**src/rtl/tlu_emulator.sv**
```systemverilog
// Trigger Logic Unit emulator: LFSR-rate trigger source with no-handshake,
// simple-handshake and serial-ID data-handshake modes for tlu_controller loopback.
module tlu_emulator #(
  parameter int                    TRIG_ID_WIDTH  = 15,
  parameter int                    RATE_WIDTH     = 16,
  parameter logic [RATE_WIDTH-1:0] LFSR_SEED      = 16'hACE1,
  parameter int                    TRIG_PULSE_LEN = 4,
  parameter int                    HOLDOFF        = 2,
  parameter int                    TIMEOUT_CYCLES = 255
) (
  input  logic                     SYS_CLK,
  input  logic                     SYS_RST,
  input  logic                     ENABLE,
  input  logic [1:0]               MODE,
  input  logic [RATE_WIDTH-1:0]    RATE_THRESHOLD,
  input  logic                     RESET_REQ,
  input  logic                     TLU_CLOCK,
  input  logic                     TLU_BUSY,
  output logic                     TLU_TRIGGER,
  output logic                     TLU_RESET,
  output logic [TRIG_ID_WIDTH-1:0] TRIG_ID,
  output logic [31:0]              TRIG_COUNT,
  output logic                     TIMEOUT_ERR,
  output logic                     ACTIVE
);

  typedef enum logic [2:0] {
    S_IDLE, S_PULSE, S_WAIT_BUSY_HI, S_SHIFT, S_WAIT_BUSY_LO, S_HOLD
  } state_t;

  // Right-shifting Galois feedback masks for maximal-length sequences.
  localparam logic [31:0] TAPS32 =
      (RATE_WIDTH == 4)  ? 32'h0000_000C :
      (RATE_WIDTH == 5)  ? 32'h0000_0014 :
      (RATE_WIDTH == 6)  ? 32'h0000_0030 :
      (RATE_WIDTH == 7)  ? 32'h0000_0060 :
      (RATE_WIDTH == 8)  ? 32'h0000_00B8 :
      (RATE_WIDTH == 10) ? 32'h0000_0240 :
      (RATE_WIDTH == 12) ? 32'h0000_0E08 :
      (RATE_WIDTH == 20) ? 32'h0009_0000 :
      (RATE_WIDTH == 24) ? 32'h00E1_0000 :
      (RATE_WIDTH == 32) ? 32'h8020_0003 : 32'h0000_B400;
  localparam logic [RATE_WIDTH-1:0] TAPS = TAPS32[RATE_WIDTH-1:0];

  localparam int CNT_MAX0  = (TIMEOUT_CYCLES > TRIG_PULSE_LEN) ? TIMEOUT_CYCLES : TRIG_PULSE_LEN;
  localparam int CNT_MAX   = (CNT_MAX0 > HOLDOFF) ? CNT_MAX0 : HOLDOFF;
  localparam int CNT_W     = $clog2(CNT_MAX + 1) + 1;
  localparam int BIT_W     = $clog2(TRIG_ID_WIDTH + 2);
  localparam int HOLD_LAST = (HOLDOFF > 0) ? HOLDOFF - 1 : 0;
  localparam state_t POST_SEQ = (HOLDOFF == 0) ? S_IDLE : S_HOLD;

  state_t                   state_q;
  logic [RATE_WIDTH-1:0]    lfsr_q, lfsr_d;
  logic [1:0]               mode_q;
  logic [TRIG_ID_WIDTH-1:0] sr_q, trig_id_q;
  logic [BIT_W-1:0]         bit_cnt_q;
  logic [CNT_W-1:0]         cnt_q;
  logic                     tlu_clock_q, trig_q, tlu_reset_q, timeout_err_q;
  logic [31:0]              trig_count_q;
  logic                     clk_rise, fire, timed_out;

  always_comb begin
    lfsr_d    = {1'b0, lfsr_q[RATE_WIDTH-1:1]} ^ (lfsr_q[0] ? TAPS : '0);
    clk_rise  = TLU_CLOCK & ~tlu_clock_q;
    timed_out = (cnt_q == CNT_W'(TIMEOUT_CYCLES - 1));
    fire      = (state_q == S_IDLE) && ENABLE && (lfsr_q < RATE_THRESHOLD) &&
                !((MODE == 2'd2) && TLU_CLOCK);
  end

  always_ff @(posedge SYS_CLK) begin
    if (SYS_RST) begin
      state_q       <= S_IDLE;
      lfsr_q        <= LFSR_SEED;
      mode_q        <= 2'd0;
      sr_q          <= '0;
      trig_id_q     <= '0;
      bit_cnt_q     <= '0;
      cnt_q         <= '0;
      tlu_clock_q   <= 1'b0;
      trig_q        <= 1'b0;
      tlu_reset_q   <= 1'b0;
      timeout_err_q <= 1'b0;
      trig_count_q  <= '0;
    end else begin
      lfsr_q      <= lfsr_d;
      tlu_clock_q <= TLU_CLOCK;
      tlu_reset_q <= 1'b0;
      if (RESET_REQ) begin
        tlu_reset_q   <= 1'b1;
        trig_q        <= 1'b0;
        trig_id_q     <= '0;
        trig_count_q  <= '0;
        timeout_err_q <= 1'b0;
        cnt_q         <= '0;
        state_q       <= POST_SEQ;
      end else begin
        case (state_q)
          S_IDLE: begin
            if (fire) begin
              mode_q       <= MODE;
              sr_q         <= trig_id_q;
              trig_id_q    <= trig_id_q + 1'b1;
              trig_count_q <= trig_count_q + 32'd1;
              trig_q       <= 1'b1;
              cnt_q        <= '0;
              bit_cnt_q    <= '0;
              state_q      <= (MODE == 2'd0) ? S_PULSE : S_WAIT_BUSY_HI;
            end
          end
          S_PULSE: begin
            if (cnt_q == CNT_W'(TRIG_PULSE_LEN - 1)) begin
              trig_q  <= 1'b0;
              cnt_q   <= '0;
              state_q <= POST_SEQ;
            end else begin
              cnt_q <= cnt_q + 1'b1;
            end
          end
          S_WAIT_BUSY_HI: begin
            // A busy seen in the same cycle as the timeout still counts as a response.
            if (TLU_BUSY) begin
              trig_q  <= 1'b0;
              cnt_q   <= '0;
              state_q <= (mode_q == 2'd2) ? S_SHIFT : S_WAIT_BUSY_LO;
            end else if (timed_out) begin
              timeout_err_q <= 1'b1;
              trig_q        <= 1'b0;
              cnt_q         <= '0;
              state_q       <= POST_SEQ;
            end else begin
              cnt_q <= cnt_q + 1'b1;
            end
          end
          S_SHIFT: begin
            if (clk_rise && (bit_cnt_q == BIT_W'(TRIG_ID_WIDTH))) begin
              trig_q  <= 1'b0;
              cnt_q   <= '0;
              state_q <= S_WAIT_BUSY_LO;
            end else if (timed_out) begin
              timeout_err_q <= 1'b1;
              trig_q        <= 1'b0;
              cnt_q         <= '0;
              state_q       <= POST_SEQ;
            end else begin
              cnt_q <= cnt_q + 1'b1;
              if (clk_rise) begin
                trig_q    <= sr_q[0];
                sr_q      <= sr_q >> 1;
                bit_cnt_q <= bit_cnt_q + 1'b1;
              end
            end
          end
          S_WAIT_BUSY_LO: begin
            if (!TLU_BUSY) begin
              cnt_q   <= '0;
              state_q <= POST_SEQ;
            end else if (timed_out) begin
              timeout_err_q <= 1'b1;
              trig_q        <= 1'b0;
              cnt_q         <= '0;
              state_q       <= POST_SEQ;
            end else begin
              cnt_q <= cnt_q + 1'b1;
            end
          end
          S_HOLD: begin
            if (cnt_q == CNT_W'(HOLD_LAST)) begin
              cnt_q   <= '0;
              state_q <= S_IDLE;
            end else begin
              cnt_q <= cnt_q + 1'b1;
            end
          end
          default: state_q <= S_IDLE;
        endcase
      end
    end
  end

  assign TLU_TRIGGER = trig_q;
  assign TLU_RESET   = tlu_reset_q;
  assign TRIG_ID     = trig_id_q;
  assign TRIG_COUNT  = trig_count_q;
  assign TIMEOUT_ERR = timeout_err_q;
  assign ACTIVE      = (state_q != S_IDLE);

endmodule

```
**config.mk**
```make
export PLATFORM = sky130hd
export DESIGN_NAME = tlu_emulator
export DESIGN_NICKNAME = d
export VERILOG_FILES = /design/src/rtl/tlu_emulator.sv
export SDC_FILE = /design/constraint.sdc
export NUM_CORES = 1
export LEC_CHECK = 0
export CAP_MARGIN = 20
export CORE_ASPECT_RATIO = 2
export CORE_MARGIN = 4
export CORE_UTILIZATION = 55
export CTS_BUF_LIST = sky130_fd_sc_hd__clkbuf_8 sky130_fd_sc_hd__clkbuf_16
export CTS_CLUSTER_SIZE = 24
export DETAILED_ROUTE_END_ITERATION = 10
export GPL_ROUTABILITY_DRIVEN = 1
export PLACE_DENSITY = 0.81
export SYNTH_ARGS = -nofsm -noshare
export SYNTH_HDL_FRONTEND = slang
export SYNTH_SLANG_ARGS = --single-unit
```
**constraint.sdc**
```tcl
create_clock -name SYS_CLK -period 2.9 [get_ports SYS_CLK]
set_input_delay 0.58 -clock SYS_CLK [delete_from_list [all_inputs] [get_ports SYS_CLK]]
set_output_delay 0.58 -clock SYS_CLK [all_outputs]
set_load 0.01 [all_outputs]
```
==> Yosys cells after proc, flatten, opt, wreduce, memory -nomap -nowiden <==
Cells that the tools add are included.
{ "totals": {"register_bits": 101, "inputBits": 24, "output_inout_bits": 51, "wordCells": 112} }
{ "classes": {"n_addsub": 4, "order_cmp": 1, "n_eq_ne": 23, "mux": 45, "n_bitwise": 4, "n_reduce_logical": 22} }
{ "op_table": {"columns": ["op", "count"], "rows": [
  ["two-way mux 9 bit", 7],
  ["two-way mux 15 bit", 4],
  ["case mux 9 bit (6 select lines)", 1],
  ["adder 32 x 1 -> 32 bit, second input constant", 1],
  ["case mux 15 bit (2 select lines)", 1],
  ["two-way mux 3 bit", 9],
  ["two-way mux 5 bit", 4],
  ["case mux 3 bit (6 select lines)", 1],
  ["< comparator 16 bit", 1],
  ["two-way mux 16 bit", 1],
  ["inequality test 2 bit, second input constant", 8],
  ["bitwise XOR 15 x 16 -> 16 bit", 1],
  ["adder 15 x 1 -> 15 bit, second input constant", 1],
  ["two-way mux 1 bit", 13],
  ["case mux 5 bit (2 select lines)", 1],
  ["adder 9 x 1 -> 9 bit, second input constant", 1],
  ["== test 9 x 1 -> 1 bit, second input constant", 1],
  ["== test 9 x 2 -> 1 bit, second input constant", 1],
  ["== test 9 x 8 -> 1 bit, second input constant", 1],
  ["inequality test 3 bit, second input constant", 3],
  ["AND reduction 3 bit", 3],
  ["== test 3 x 2 -> 1 bit, second input constant", 2],
  ["== test 3 bit, second input constant", 2],
  ["AND reduction 6 bit", 1],
  ["other kinds (22)", 30]
]} }

==> Logic depth before layout (Yosys ltp) <==
Gate-level depths: netlist of run 1.
{ "depth": {"word_depth": 7, "ltp_mapped": 9, "mapped_depth_nobuf": 9} }

==> Worst setup path before layout of run 1 <==
Ideal clock, no wire load.
{ "synth_path": {"path_kind": "input port to flip-flop", "start": "input RATE_THRESHOLD[11]", "end": "register mode_q[0]", "setup_time_ns": 0.124, "arrival_ns": 2.549, "required_ns": 2.776, "setup_slack_ns": 0.227, "cell_stages": 9, "n_path_buf": 1, "cell_sequence": "inv_1 -> ha_1 -> nand2_1 -> o21ai_0 -> o21ai_1 -> clkbuf_1 -> o211ai_1 -> mux2i_1 -> nor2_1"} }
{ "synth_between": {"elab_chain_cells": 4} }
{ "synth_rtl": {"columns": ["item", "line", "source"], "rows": [
  ["start, declared", "15", "input logic [RATE_WIDTH-1:0] RATE_THRESHOLD,"],
  ["< comparator 16 bit", "66", "fire = (state_q == S_IDLE) && ENABLE && (lfsr_q < RATE_THRESHOLD) &&"],
  ["logical AND 1 bit (2 in a row)", "66", null],
  ["AND reduction 3 bit (no source line)", null, null],
  ["end signal, assigned", "74", "mode_q <= 2'd0;"],
  ["end signal, assigned", "100", "mode_q <= MODE;"],
  ["end, declared", "54", "logic [1:0] mode_q;"]
]} }
No other way between the ends.
A chain may end at the register's enable or synchronous reset.

==> Final worst setup path of run 1 <==
{ "layout_path": {"start": "input RATE_THRESHOLD[13]", "end": "register bit_cnt_q[1]"} }
{ "layout_between": {"elab_chain_cells": 5} }
{ "layout_rtl": {"columns": ["item", "line", "source"], "rows": [
  ["< comparator 16 bit", "66", null],
  ["logical AND 1 bit (2 in a row)", "66", null],
  ["inequality test 2 bit (no source line)", null, null],
  ["AND reduction 6 bit (no source line)", null, null],
  ["end signal, assigned", "149", "bit_cnt_q <= bit_cnt_q + 1'b1;"],
  ["end, declared", "56", "logic [BIT_W-1:0] bit_cnt_q;"]
]} }
No other way between the ends.

==> results.tsv, run 1 <==
metric	value	unit
outcome	finished clean	
drv_cap	0	
min_period_over_period	96.25	%
synth.area.top_cells	dfxtp_1 39%, ha_1 5.4%, a21oi_1 4.2%	
path_class	input port to flop	
grt_use_met2	53.50	%
ys_ff_latch	101	
final_nets	739	
hp-class	flop to flop	
yosysSeqAreaShare	39.43	%
die_w	76.28	µm
ir_worst_vdd	0.3138	mV
pwr-share-clk	38.3	%
antenna_left	0	
hold_end	lfsr_q[5]	
synth_cell_type_count	59	
clock_sinks	101	
synth_top_family_by_area	compound AO/OA/AOI/OAI gates	
grt_pass1_wl	24120	µm
seqPwrFrac	45.9	%
worstMarginPinSlew	0.7010	ns
worst_setup_path_start_kind	input port	
final_common_cell	dfxtp_1	
setup_viol	0	
final_cells	800	
antenna_cells	0	
synth_top_area_share	39.43	%
crit_fanout	17	
die_h	144.5	µm
synth.cell_area	0.005127	mm²
pwr-share-comb	15.8	%
start_util	56.51	%
synth-edff-count	0	
dp_cells	784	
critical_path.reg2reg.startpoint	state_q[2]	
fmax	0.3583	GHz
io_buffers	74	
r2r_slack	0.39	ns
yosys.area_share.simple	21.40	%
syn_to_final_growth	27.94	%
synth_compound_area_share	22.77	%
yosysTopAreaCell	dfxtp_1	
grt_busiest_layer	met2	
cts_buffer_depth	2	
use_met1	24.37	%
cts_root_buf	clkbuf_16	
wirelength	14480	µm
drive_gt1_share	10.32	%
grt_overflow	0	
drt_iter0_drc	221	
synth_fa_ha_area_share	5.368	%
first_global_vias	5335	
endpoint_kind	flop	
max-slew-margin-rel	52.77	%
firstDrtPassIters	5	
grt_max_degree	35	
via_per_inst	6.273	
postCtsSetupBuffers	0	
rsz0062_at_grt	yes	
syn_nets	636	
drcViolationCount	0	
worstHoldStart	lfsr_q[6]	
cp.required	3.14	ns
final_cell_mix	101 x dfxtp_1, 74 x clkdlybuf4s50_1, 43 x a21oi_1, 39 x nor2_1, 39 x buf_4	
dp_slack	-0.2706	ns
globalRouteTotalUtil	26.76	%
cts_hold_buf	0	
cp.arrival	3.03	ns
pwr_density_cell	489.1	mW/mm²
period_needed	2.791	ns
synth_cells	590	
synthMuxAreaShare	3.538	%
power.switching	0.0008579	W
whs_path_depth	1	
rows	49	
p_leak	2.353	nW
coreArea	0.009074	mm²
syn_avg_cell_area	8.691	µm²
finalHoldViolCount	0	
dieArea	0.01103	mm²
synthXorXnorAreaFrac	3.245	%
finalClockSkew	0.008487	ns
insertion_delay	0.35	ns
switching_share	26.74	%
nFillCells	736	
cts_tree	done	
ioPinCount	75	
htreeDepth	3	
drv_slew	0	
crit_path_start	RATE_THRESHOLD[13]	
via_count	5018	
setup_slack	0.1089	ns
async_reset_ff_share	0	%
worstRegToRegCells	8	
routedWlPerCell	18.11	µm
dp.final_hpwl	10840	µm
fin_util	72.30	%
path_clk_slew	0.07	ns
p_int	0.002351	W
antenna_found_initial	0	
yosys_warnings	0	
use_met3	5.175	%
numCtsBuffers	9	
r2r_end	bit_cnt_q[1]	
ys.flop_type	dfxtp_1	
gp_congestion	0.9208	
==> cell families (layout without fill, tap and decap cells) <==
kind of cell,Yosys count,in the layout
buffers and inverters,58,166
flip-flops,101,101
AND/OR/NAND/NOR,201,201
AO/OA/AOI/OAI,171,171
multiplexers,18,18
XOR/XNOR,19,19
adder cells (fa/ha/maj),22,22
==> Yosys cell counts, drive strengths merged (3+ instances only) <==
cell     count
nand3       26
ha          22
o21ai       41
nor3        10
nand4       12
o21a         9
nor4         3
nand2b       5
and2         7
clkbuf      24
and3        11
o31ai       12
nand2       25
a211oi       3
a21oi       43
or3         24
dfxtp      101
mux2i       17
or2          8
xnor2        9
xor2        10
inv         34
or4          7
and4         6
nor2b       11
o211ai       7
a211o        3
a31oi        4
o2111ai     11
nor2        39
o2bb2ai     18
==> repair_timing <==
item,in CTS,in global routing
resized for setup,0,1
endpoints found under the hold margin,0,0
setup endpoints to repair,0,23
==> power by group through the flow <==
stage,combinational [W],sequential [W],clock (W)
finish,0.000508,0.00147,0.00123
global route,0.000556,0.00148,0.00129
CTS,0.000503,0.00147,0.00124
detailed placement,0.000498,0.00150,0
global placement,0.000482,0.00150,0
floorplan,0.000304,0.00147,0
==> final cells by class <==
type                       instances  area, µm²  area share, %
tap                              102      127.6          1.945
clock inverter                     6      62.56         0.9537
inverter                          34      127.6          1.945
multi-input combinational        431       2888          44.02
timing repair buffer             116       1094          16.67
sequential                       101       2022          30.82
clock buffer                      10      239.0          3.643
==> metal layers <==
| metal | up-vias | routed length, µm |
|---|---|---|
| met4 | 0 | 663 |
| met2 | 170 | 8018 |
| met1 | 2406 | 5154 |
| li1 | 2391 | - |
| met5 | - | 0 |
| met3 | 51 | 647 |
==> flip-flops by register name, indices dropped and copies added, names as in the netlist, 2 cells and up <==
name        count
bit_cnt_q       5
sr_q           15
mode_q          2
lfsr_q         16
TRIG_COUNT     32
TRIG_ID        15
cnt_q           9
state_q         3
==> worst max-delay path: stages <==
cell and delay (ns):
clkdlybuf4s50_1 0.45, inv_1 0.04, ha_1 0.30, a211o_1 0.28, o211a_1 0.14, nor3_2 0.19, buf_4 0.17, and4_1 0.32
o31ai_2 0.11, buf_12 0.17, a2bb2o_1 0.27
==> worst max-delay path by stage <==
stage / endpoint
finish: bit_cnt_q[1]
global placement: bit_cnt_q[1]
floorplan: mode_q[0]
detailed placement: bit_cnt_q[1]
global route: TRIG_COUNT[31]
CTS: bit_cnt_q[1]
==> per-stage QoR <==
step	area [µm²]	TNS [ns]	hold WS (ns)	total power [W]
CTS	6560	0	0.4515	0.003208
floorplan	5127	0	0.4187	0.001773
detailed placement	6259	-9.808	0.4355	0.001999
global route	6560	-0.01369	0.4688	0.003323
global placement	6259	-7.102	0.4261	0.001980
finish	6560	0	0.4469	0.003209
Note: power is estimated with default switching activity, not from simulation.
==> run 2, diff against run 1 <==
- ABC_AREA: unset -> 1
- CORE_UTILIZATION: 55 -> 56
==> results.tsv, run 2 <==
metric	value	unit
hp-class	flop to flop	
ctsResizeCount	0	
outcome	finished clean	
yosysTopAreaCell	dfxtp_1	
path_class	input port to flop	
via_count	5690	
final_common_cell	nand2_1	
dieArea	0.01187	mm²
crit_path_start	RATE_THRESHOLD[15]	
finalHoldViolCount	0	
critical_path.slowest_cell	clkdlybuf4s50_1	
ys.flop_type	dfxtp_1	
postCtsSetupBuffers	0	
setup_viol	0	
io_buffers	74	
grt_pass1_wl	25390	µm
drv_slew	0	
cp_cell_sequence	clkdlybuf4s50_1 > inv_1 > ha_1 > a21oi_1 > o21ai_0 > a21oi_1 > nand4_2 > nand2_1 > nand3_4 > buf_12 > nand2_1 > nand2_1 > nor2_1	
rows	51	
largest_register_ffs	32	
period_needed	2.562	ns
via_per_inst	5.308	
die_h	150.1	µm
synth_cell_type_count	35	
dp.final_hpwl	11090	µm
critical_path.reg2reg.startpoint	TRIG_COUNT[0]	
timing.critical_path.mode_cell	nand2_1	
synth-edff-count	0	
synth.area.top_cells	dfxtp_1 36%, nand2_1 15%, inv_1 8.0%	
cp.required	3.18	ns
final_cell_mix	222 x nand2_1, 121 x inv_1, 118 x nor2_1, 101 x dfxtp_1, 74 x clkdlybuf4s50_1	
cts_buffer_depth	2	
path_clk_slew	0.07	ns
finalClockSkew	0.005894	ns
cp.arrival	2.84	ns
firstDrtPassIters	5	
clock_sinks	101	
crit_cells	13	
min_period_over_period	88.33	%
yosys-top-cells-count	222 x nand2_1, 120 x inv_1, 118 x nor2_1	
die_w	79.06	µm
coreArea	0.009827	mm²
worst_setup_path_start_kind	input port	
ioPinCount	75	
yosysSeqAreaShare	35.75	%
syn_to_final_growth	21.99	%
cp_num_buf_inv	3	
antenna_found_initial	0	
first_global_vias	5686	
crit_family	simple AND/OR/NAND/NOR gates	
wirelength	14950	µm
numCtsBuffers	9	
cts_root_buf	clkbuf_16	
htreeDepth	3	
pwr_density_cell	534.5	mW/mm²
worstMarginPinSlew	0.6483	ns
syn_nets	909	
drv_cap	0	
fin_util	70.21	%
yosys_warnings	0	
cts_tree	done	
grt_overflow	0	
antenna_cells	0	
p_leak	2.804	nW
synth_most_common_cell	nand2_1	
rsz0062_at_grt	no	
antenna_left	0	
worstRegToRegCells	9	
ys_ff_latch	101	
cpPeakStageDelay	0.45	ns
synth.cell_area	0.005655	mm²
syn_avg_cell_area	6.553	µm²
whs_path_depth	2	
endpoint_kind	flop	
synth_cells	863	
start_util	57.55	%
crit_fanout	35	
final_nets	981	
cts_hold_buf	0	
drive_gt1_share	4.681	%
worstHoldStart	lfsr_q[15]	
drcViolationCount	0	
synth_top_area_share	35.75	%
grt_max_degree	48	
max-slew-margin-rel	56.73	%
ir_worst_vdd	0.3356	mV
drt_iter0_drc	405	
gp_congestion	1.017	
routedWlPerCell	13.94	µm
globalRouteTotalUtil	26.55	%
fmax	0.3904	GHz
async_reset_ff_share	0	%
insertion_delay	0.35	ns
fin_tns_setup	0	ns
[run 2: cell count changes in the layout (fill, tap and decap cells not counted), moves of 10 or more]
| cell | before | now |
|---|---|---|
| mux2i_1 | 17 | 0 |
| nor2_1 | 39 | 118 |
| xor2_1 | 10 | 20 |
| or3_1 | 24 | 0 |
| nand2_1 | 25 | 222 |
| inv_1 | 36 | 121 |
| nor2b_1 | 11 | 0 |
| and3_1 | 11 | 0 |
| o2111ai_1 | 10 | 0 |
| a21oi_1 | 43 | 65 |
| nor3_1 | 9 | 37 |
| buf_4 | 39 | 8 |
| o2bb2ai_1 | 18 | 0 |
[run 2: routing by layer]
metal  up-vias  wire, µm  GRT usage, %
li1       2897         -             -
met1      2584      5780         28.67
met2       159      7924         48.35
met3        50       588         3.713
met4         0       653         15.15
met5         -         0             0
[run 2: final timing paths]
check / to / slack, ns
worst min register to register: lfsr_q[14] / 0.43
worst min-delay path: lfsr_q[14] / 0.43
worst max-delay path: sr_q[13] / 0.34
worst max register to register: TRIG_COUNT[20] / 0.60
[run 2: cells by family after synthesis]
| family | synth area share, % |
|---|---|
| AOI/OAI and AO/OA | 10.49 |
| xor gates and xnor gates | 4.181 |
| adders and majority gates | 4.867 |
| buffers and inverters | 9.889 |
| DFF | 35.75 |
| and+or+nand+nor | 34.82 |
[run 2: power by group]
group          leakage (nW)  switching (W)  internal (W)
Sequential            0.822      0.0000855       0.00150
Combinational          1.83       0.000553      0.000335
Clock                 0.150       0.000528      0.000691
Total                  2.80        0.00117       0.00252
[run 2: cell type report]
| class | count | area (µm²) |
|---|---|---|
| fillers | 865 | 2928 |
| clock buffers | 10 | 239.0 |
| inverters | 121 | 454.2 |
| repair buffers | 86 | 880.8 |
| clock inverters | 6 | 63.81 |
| flip-flops and latches | 101 | 2022 |
| multi-input cells | 616 | 3074 |
| well taps | 132 | 165.2 |
[run 2: worst register-to-register path: stages, from the launching register on]
cell,delay [ns]
dfxtp_1,0.48
ha_1,0.23
inv_1,0.07
nor3_1,0.27
nand2_1,0.23
nor2_1,0.39
nand4_1,0.14
nor2_1,0.16
nand2_1,0.06
nor3b_1,0.13
[run 2: metrics by stage]
stage	setup slack [ns]	hold slack [ns]	area (µm²)	cells	total power, W
floorplan	0.7227	0.4068	5655	863	0.002207
global route	0.08074	0.4491	6899	1072	0.003904
CTS	0.3326	0.4301	6899	1072	0.003711
detailed placement	-0.03373	0.4190	6596	1056	0.002484
finish	0.3383	0.4264	6899	1072	0.003688
global placement	0.01757	0.4223	6596	1056	0.002465
==> run 3, diff against run 2 <==
- CORE_ASPECT_RATIO: 2 -> 0.5
- CORE_MARGIN: 4 -> 2
==> results.tsv, run 3 (synthesis results as in run 2) <==
metric	value	unit
final_cells	1073	
antenna_cells	0	
first_global_vias	5154	
coreArea	0.009634	mm²
insertion_delay	0.35	ns
antenna_found_initial	0	
hold_end	lfsr_q[8]	
nFillCells	854	
ff_latch_area	0.002022	mm²
syn_to_final_growth	22.19	%
pwr_density_cell	550.5	mW/mm²
cts_buffer_depth	2	
postCtsSetupBuffers	0	
dp.final_hpwl	10040	µm
worstRegToRegCells	9	
outcome	finished clean	
setup_viol	0	
grt_max_degree	48	
grt_pass1_wl	23790	µm
fmax	0.4061	GHz
whs_path_depth	2	
timing.critical_path.mode_cell	a21oi_1	
cpPeakStageDelay	0.46	ns
p_leak	2.807	nW
routedWlPerCell	13.36	µm
finalClockSkew	0.009486	ns
dpl_cell_area	0.006580	mm²
routed.top_layer	met4	
rows	25	
clock_sinks	101	
cts_tree	done	
cp.required	3.18	ns
ioPinCount	75	
worstMarginPinSlew	0.5581	ns
numCtsBuffers	9	
final_cell_mix	222 x nand2_1, 122 x inv_1, 118 x nor2_1, 101 x dfxtp_1, 74 x clkdlybuf4s50_1	
drv_slew	0	
setup_slack	0.4376	ns
dp_slack	0.09238	ns
met3WireLength	900	µm
multi_input_area	0.003074	mm²
cp_cell_sequence	clkdlybuf4s50_1 > inv_1 > ha_1 > a21oi_1 > o21ai_0 > a21oi_1 > nand4_2 > buf_12 > nor3_1 > nand2_1 > a21oi_1	
grt_overflow	0	
wirelength	14340	µm
cts_hold_buf	0	
io_buffers	74	
period_needed	2.462	ns
drcViolationCount	0	
ctsResizeCount	0	
max-slew-margin-rel	62.79	%
dp_cells	1058	
path_clk_slew	0.07	ns
firstDrtPassIters	5	
globalRouteTotalUtil	26.67	%
endpoint_kind	flop	
r2r_slack	0.60	ns
worstHoldStart	lfsr_q[9]	
cp.arrival	2.74	ns
path_class	input port to flop	
power	0.003804	W
fin_tns_setup	0	ns
cts_root_buf	clkbuf_16	
dieArea	0.01097	mm²
ir_worst_vdd	0.3427	mV
die_h	75.06	µm
finalHoldViolCount	0	
largest_register_ffs	32	
crit_fanout	43	
die_w	146.1	µm
min_period_over_period	84.91	%
antenna_left	0	
gp_congestion	0.9149	
hp-class	flop to flop	
met2_length	6553	µm
worst_setup_path_start_kind	input port	
r2r_end	TRIG_COUNT[16]	
start_util	58.70	%
via_count	5592	
fin_area	0.006910	mm²
final_nets	980	
m1WireLength	6615	µm
critical_path.slowest_cell	clkdlybuf4s50_1	
rsz0062_at_grt	no	
drt_iter0_drc	407	
final_common_cell	nand2_1	
critical_path.reg2reg.startpoint	TRIG_COUNT[0]	
via_per_inst	5.212	
drive_gt1_share	4.371	%
htreeDepth	3	
drv_cap	0	
[run 3: worst max-delay path: cells and delay by family]
family                     cells  cell delay, ns
and+or+nand+nor                3            0.52
adders and majority gates      1            0.30
AOI/OAI and AO/OA              4            0.60
buffers and inverters          3            0.72
[run 3: routing by layer]
| metal | up-vias | global-route usage (%) |
|---|---|---|
| met4 | 0 | 9.385 |
| met2 | 172 | 47.59 |
| met5 | - | 0 |
| li1 | 2889 | - |
| met3 | 31 | 5.212 |
| met1 | 2500 | 33.32 |
[run 3: final cells by class]
type	instances	share of cell area (%)
Tap cell	135	2.444
Sequential cell	101	29.26
Inverter	121	6.573
Multi-Input combinational cell	616	44.49
Timing Repair Buffer	85	12.46
Clock inverter	6	1.521
Clock buffer	9	3.259
[run 3: metrics by stage]
step / hold WS [ns] / util (%)
floorplan: 0.4068 / -
global placement: 0.4192 / 68.30
detailed placement: 0.4208 / 68.30
CTS: 0.4330 / 71.73
global route: 0.4478 / 71.73
finish: 0.4314 / 71.73
[run 3: power by group]
group,total [W],internal (W),leakage (nW),switching (W)
sequential,0.00158,0.00150,0.822,0.0000851
clock,0.00135,0.000833,0.164,0.000520
combinational,0.000871,0.000327,1.82,0.000545
total,0.00380,0.00265,2.81,0.00115
[run 3: worst max-delay path by stage]
stage	start	to	slack, ns	cells past startpoint
4_1_cts	RATE_THRESHOLD[9]	TRIG_COUNT[16]	0.44	11
3_3_place_gp	RATE_THRESHOLD[15]	cnt_q[7]	0.14	12
3_5_place_dp	RATE_THRESHOLD[9]	TRIG_COUNT[16]	0.09	11
5_1_grt	RATE_THRESHOLD[9]	TRIG_ID[5]	0.23	11
2_1_floorplan	RATE_THRESHOLD[9]	cnt_q[7]	0.72	11
6_report	RATE_THRESHOLD[9]	TRIG_ID[5]	0.44	11
